`config.mk`:
```
export PLATFORM = sky130hd
export DESIGN_NAME = pwm_channel
export DESIGN_NICKNAME = d
export VERILOG_FILES = /design/src/rtl/pwm_pkg.sv /design/src/rtl/pwm_prescaler.sv /design/src/rtl/pwm_channel.sv
export SDC_FILE = /design/constraint.sdc
export NUM_CORES = 1
export LEC_CHECK = 0
export CAP_MARGIN = 0
export CORE_MARGIN = 3
export CORE_UTILIZATION = 25
export CTS_CLUSTER_SIZE = 16
export DETAILED_ROUTE_END_ITERATION = 10
export SETUP_SLACK_MARGIN = 0.4
export SLEW_MARGIN = 10
export SYNTH_ARGS = -nofsm -noshare
export SYNTH_HDL_FRONTEND = slang
export SYNTH_SLANG_ARGS = --single-unit
```
`constraint.sdc`:
```
create_clock -name CLK -period 3.5 [get_ports CLK]
set_input_delay 1.05 -clock CLK [delete_from_list [all_inputs] [get_ports CLK]]
set_output_delay 1.05 -clock CLK [all_outputs]
set_load 0.01 [all_outputs]
```
`src/rtl/pwm_pkg.sv`:
```
// pwm_pkg: shared widths, FSM state type and command record for the PWM channel.
package pwm_pkg;
    localparam int CNT_W_DEF    = 8;
    localparam int PRE_W_DEF    = 8;
    localparam int DEADTIME_DEF = 2;

    typedef enum logic {IDLE, RUN} pwm_state_t;

    typedef struct packed {
        logic [CNT_W_DEF-1:0] duty;
        logic [CNT_W_DEF-1:0] period;
    } pwm_cmd_t;
endpackage

```
`src/rtl/pwm_prescaler.sv`:
```
// pwm_prescaler: issues a tick every (prescale+1) CLK cycles while not cleared.
module pwm_prescaler
    import pwm_pkg::*;
#(
    parameter int PRE_W = PRE_W_DEF
) (
    input  logic             CLK,
    input  logic             nRST,
    input  logic             clr,
    input  logic [PRE_W-1:0] prescale,
    output logic             tick
);
    logic [PRE_W-1:0] cnt_q, cnt_d;

    // A live prescale below the current count lets the count roll over at PRE_W bits.
    always_comb begin
        tick  = !clr && (cnt_q == prescale);
        cnt_d = (clr || tick) ? '0 : cnt_q + PRE_W'(1);
    end

    always_ff @(posedge CLK or negedge nRST) begin
        if (!nRST) cnt_q <= '0;
        else       cnt_q <= cnt_d;
    end
endmodule

```
`src/rtl/pwm_channel.sv`:
```
// pwm_channel: single-channel PWM with shadowed duty/period commands applied at period wrap.
// Define PWM_COMPLEMENT_EN to add the dead-time separated complementary output pwm_out_n.
module pwm_channel
    import pwm_pkg::*;
#(
    parameter int CNT_W = CNT_W_DEF,
    parameter int PRE_W = PRE_W_DEF
`ifdef PWM_COMPLEMENT_EN
    ,
    parameter int DEADTIME = DEADTIME_DEF
`endif
) (
    input  logic             CLK,
    input  logic             nRST,
    input  logic             en,
    input  logic [PRE_W-1:0] prescale,
    input  logic             cmd_valid,
    output logic             cmd_ready,
    input  logic [CNT_W-1:0] cmd_duty,
    input  logic [CNT_W-1:0] cmd_period,
    output logic             pwm_out,
`ifdef PWM_COMPLEMENT_EN
    output logic             pwm_out_n,
`endif
    output logic             period_done,
    output logic             pending
);
    typedef struct packed {
        logic [CNT_W-1:0] duty;
        logic [CNT_W-1:0] period;
    } cmd_t;

    pwm_state_t       state_q, state_d;
    cmd_t             shadow_q, shadow_d, active_q, active_d;
    logic [CNT_W-1:0] cnt_q, cnt_d;
    logic             pending_q, pending_d, pwm_q, pwm_d, done_q, done_d;
    logic             run, tick, wrap, accept, apply, raw;

    pwm_prescaler #(.PRE_W(PRE_W)) u_prescaler (
        .CLK      (CLK),
        .nRST     (nRST),
        .clr      (!run),
        .prescale (prescale),
        .tick     (tick)
    );

    always_ff @(posedge CLK or negedge nRST) begin
        if (!nRST) state_q <= IDLE;
        else       state_q <= state_d;
    end

    always_comb state_d = en ? RUN : IDLE;

    always_comb run = (state_q == RUN) && en;

    // Output gating follows the next state so a fresh enable shows counter 0 immediately.
    always_comb begin
        wrap      = tick && (cnt_q == active_q.period);
        accept    = cmd_valid && !pending_q;
        apply     = pending_q && (!run || wrap);
        cnt_d     = (!run || wrap) ? '0 : tick ? cnt_q + CNT_W'(1) : cnt_q;
        shadow_d  = accept ? {cmd_duty, cmd_period} : shadow_q;
        pending_d = accept || (pending_q && !apply);
        active_d  = apply ? shadow_q : active_q;
        done_d    = wrap;
        raw       = (state_d == RUN) && (cnt_d < active_d.duty);
    end

`ifdef PWM_COMPLEMENT_EN
    localparam logic [CNT_W:0] DT = (CNT_W+1)'(DEADTIME);
    logic [CNT_W:0] cnt_x, duty_x, period_x;
    logic           pwm_n_q, pwm_n_d;

    // Each output rises only DEADTIME ticks after the other has fallen.
    always_comb begin
        cnt_x    = {1'b0, cnt_d};
        duty_x   = {1'b0, active_d.duty};
        period_x = {1'b0, active_d.period};
        pwm_d    = raw && (duty_x > period_x || cnt_x >= DT);
        pwm_n_d  = (state_d == RUN) && !raw && (duty_x == '0 || cnt_x >= duty_x + DT);
    end

    always_ff @(posedge CLK or negedge nRST) begin
        if (!nRST) pwm_n_q <= 1'b0;
        else       pwm_n_q <= pwm_n_d;
    end

    assign pwm_out_n = pwm_n_q;
`else
    assign pwm_d = raw;
`endif

    always_ff @(posedge CLK or negedge nRST) begin
        if (!nRST) begin
            cnt_q     <= '0;
            shadow_q  <= '0;
            active_q  <= '0;
            pending_q <= 1'b0;
            pwm_q     <= 1'b0;
            done_q    <= 1'b0;
        end else begin
            cnt_q     <= cnt_d;
            shadow_q  <= shadow_d;
            active_q  <= active_d;
            pending_q <= pending_d;
            pwm_q     <= pwm_d;
            done_q    <= done_d;
        end
    end

    assign pwm_out     = pwm_q;
    assign period_done = done_q;
    assign pending     = pending_q;
    assign cmd_ready   = !pending_q;
endmodule

```
==> summary.txt <==
Finish
  – Util after Layout: between 30% and 40%
  – Synth-to-layout area growth: 27.8%
  – Fillers: ~1.0k
  – Multi-input combinational cell area: 1270 um2
  – Leading cell types in the layout, fill and taps excluded: 52 x dfrtp_1, 22 x clkdlybuf4s50_1, 18 x mux2_2, 18 x buf_4
  – Fin cells: about 380
  – ANT cells: 0
  – Most common cell after layout, fill and taps aside: dfrtp_1
  – Share of layout cells above drive strength 1: between 30% and 40%
  – Register Area: 1300 um2
  – Nets: 285

STA
  – Tmin final: 3.01 ns
  – Count of final hold-check violations: 0
  – Slew headroom: between 60% and 70%
  – Maximum clock rate: 333 MHz
  – Final period utilization: 85.9%
  – Final setup fails: 0
  – RSZ-0062 raised after global routing: yes
  – Clock Skew: 0.00599 ns
  – Max Slew Vio Count: 0
  – Slew @ Worst Pin: 0.463 ns

Floorplanning
  – Cell row count: 36
  – Die H: 107 um
  – Chip width: 107 um
  – Core area: 9820 um2
  – I/O pin count: 32
  – Initial Util: 25.9%
  – Die area: 11400 um2

Clock tree
  – Clock Tree Root: clkbuf_8
  – Clk sink count: 52
  – Deepest clock path buffer count: 2
  – CTS Buf Count: 5
  – H-tree levels: 2
  – CTS tree: done
  – Worst-Skew Late Latency: 0.31 ns
  – Reg clk slew, reported paths: 0.09 ns
  – # hold bufs at CTS: 0

Setup path
  – Worst Setup End Kind: register
  – Crit start category: input pin
  – Worst R2R Path Depth: 11
  – R2r setup slk: between 0.8 and 0.9 ns
  – Critical Path RT: 3.75 ns
  – Setup CP Type: in -> reg
  – Critical Path AT: 3.26 ns
  – Critical path fanouts, max: 5

Synth
  – FF+latch count, synth: 52
  – Top cell type by total area after synthesis: dfrtp_1
  – Avg Cell Area, Syn: 12.9 um2
  – Yosys cell types: 32
  – Yosys Warn Count: 0
  – Post-Syn Area: 2550 um2
  – Post-synth EDFFs: 0
  – Sequential share of the synthesized area: 51.1%
  – Yosys top cell area share: between 50% and 60%
  – Gate Count Post-Synth: 197
  – Asr flop ratio synth: 100%
  – Area contributors post-synth: dfrtp_1 51%, mux2_2 8.0%, mux2_4 7.7%
  – Synth Flop Type: dfrtp_1
  – Syn_nets: between 200 and 250

Power
  – Leak: roughly 1.5 nW
  – Power Total: 1.47 mW
  – VDD IR max: 0.158 mV
  – Power density cells: approximately 450 nW/um2

Min path
  – Hold path cells: 1
  – Worst min path class: reg -> reg

Global route
  – Vias in the first global route: 1791
  – Initial antenna violation count: 0
  – First-pass GRT wire length: 8560 um
  – Gr ovfl total: 0
  – Largest net degree at the start of global routing: 20
  – Gr usage total: about a tenth

Placed design
  – Gpl congestion: 0.761
  – Port-buffer cells: 31
  – Placed wire-length estimate: 3780 um
  – Placed cells: 371

Routing
  – Drt wl/cell: 12.9 um
  – Vias post-DR: 1632
  – Vias per cell: ~4.3
  – Drt total wl: 4930 um
  – Starting DRT DRC Count: 21
  – Post-DRT Antenna Nets: 0
  – DRC Markers: 0
  – DR pass1 iterations: 4

Flow run
  – Max-Cap Viols: 0

Status
  – Outcome: completed
-- stage by stage --
stage	instance area, um2	TNS, ns	setup slack [ns]	hold WS, ns
finish	3260	0	0.493	0.509
global route	3260	0	0.307	0.526
CTS	3250	0	0.401	0.522
detailed placement	3130	-0.251	-0.251	0.496
global placement	3130	-0.177	-0.177	0.491
floorplan	2590	0	0.381	0.477
-- worst max-delay path: stages --
cell and delay [ns]:
clkdlybuf4s50_1 0.56, nand2_2 0.12, nor3_4 0.21, nand4_1 0.15, xor2_1 0.18, nor2_2 0.14, ha_1 0.25, and3_4 0.19
a221oi_2 0.26, o21a_1 0.15
-- registers in the layout (all words and copies together) (netlist names) --
signal,count
shadow_q,16
period_done,1
u_prescaler.cnt_q,8
state_q,1
pwm_out,1
cnt_q,8
active_q,16
pending,1
-- cells in the mapped netlist (2+ instances only) --
master / n
and3_1: 5
a21o_1: 2
xnor2_1: 17
mux2_4: 13
nand3_1: 5
buf_6: 3
mux2_2: 18
dfrtp_1: 52
xor2_1: 11
nor2_1: 16
ha_1: 9
nand4_1: 8
inv_1: 5
nand2_1: 3
mux2i_1: 8
nand2b_1: 2
clkbuf_1: 2
o21a_1: 3
o211a_1: 2
-- area by class of cell --
| cell class | count | share of cell area, % |
|---|---|---|
| Sequential cell | 52 | 40.0 |
| Multi-Input combinational cell | 135 | 38.9 |
| Timing Repair Buffer | 49 | 12.7 |
| Tap cell | 133 | 5.11 |
| Clock buffer | 8 | 2.77 |
| Inverter | 5 | 0.576 |
-- layer usage --
layer  wire length, um  track usage, %
met1              2280            12.4
met5                 0               0
met2              2370            15.2
met3               199            2.77
met4                70            2.74
-- kinds of logic after synthesis --
logic type | Yosys count | synth area share (%)
DFF | 52 | 51.1
and+or+nand+nor | 45 | 9.58
muxes | 39 | 18.8
xor gates and xnor gates | 28 | 9.63
AOI/OAI and AO/OA | 14 | 4.17
buffers and inverters | 10 | 2.36
adders and majority gates | 9 | 4.42
-- power breakdown --
group | switching (mW) | leakage [nW] | internal (mW)
registers | 0.0664 | 0.648 | 0.703
clock network | 0.191 | 0.0455 | 0.162
logic | 0.122 | 0.796 | 0.223
-- repair_timing --
item	4_1_cts	5_1_grt
pin swaps	15	16
endpoints found under the setup margin	1	1
resized for setup	13	21
buffers inserted	3	0
-- final timing paths --
path / from / to
max: en / pwm_out
min: shadow_q[1] / active_q[1]
max reg2reg: cnt_q[2] / pwm_out
min reg2reg: shadow_q[1] / active_q[1]
max in group asynchronous: nRST / shadow_q[4]
min in group asynchronous: nRST / active_q[9]
Note: power is estimated with default switching activity, not from simulation.
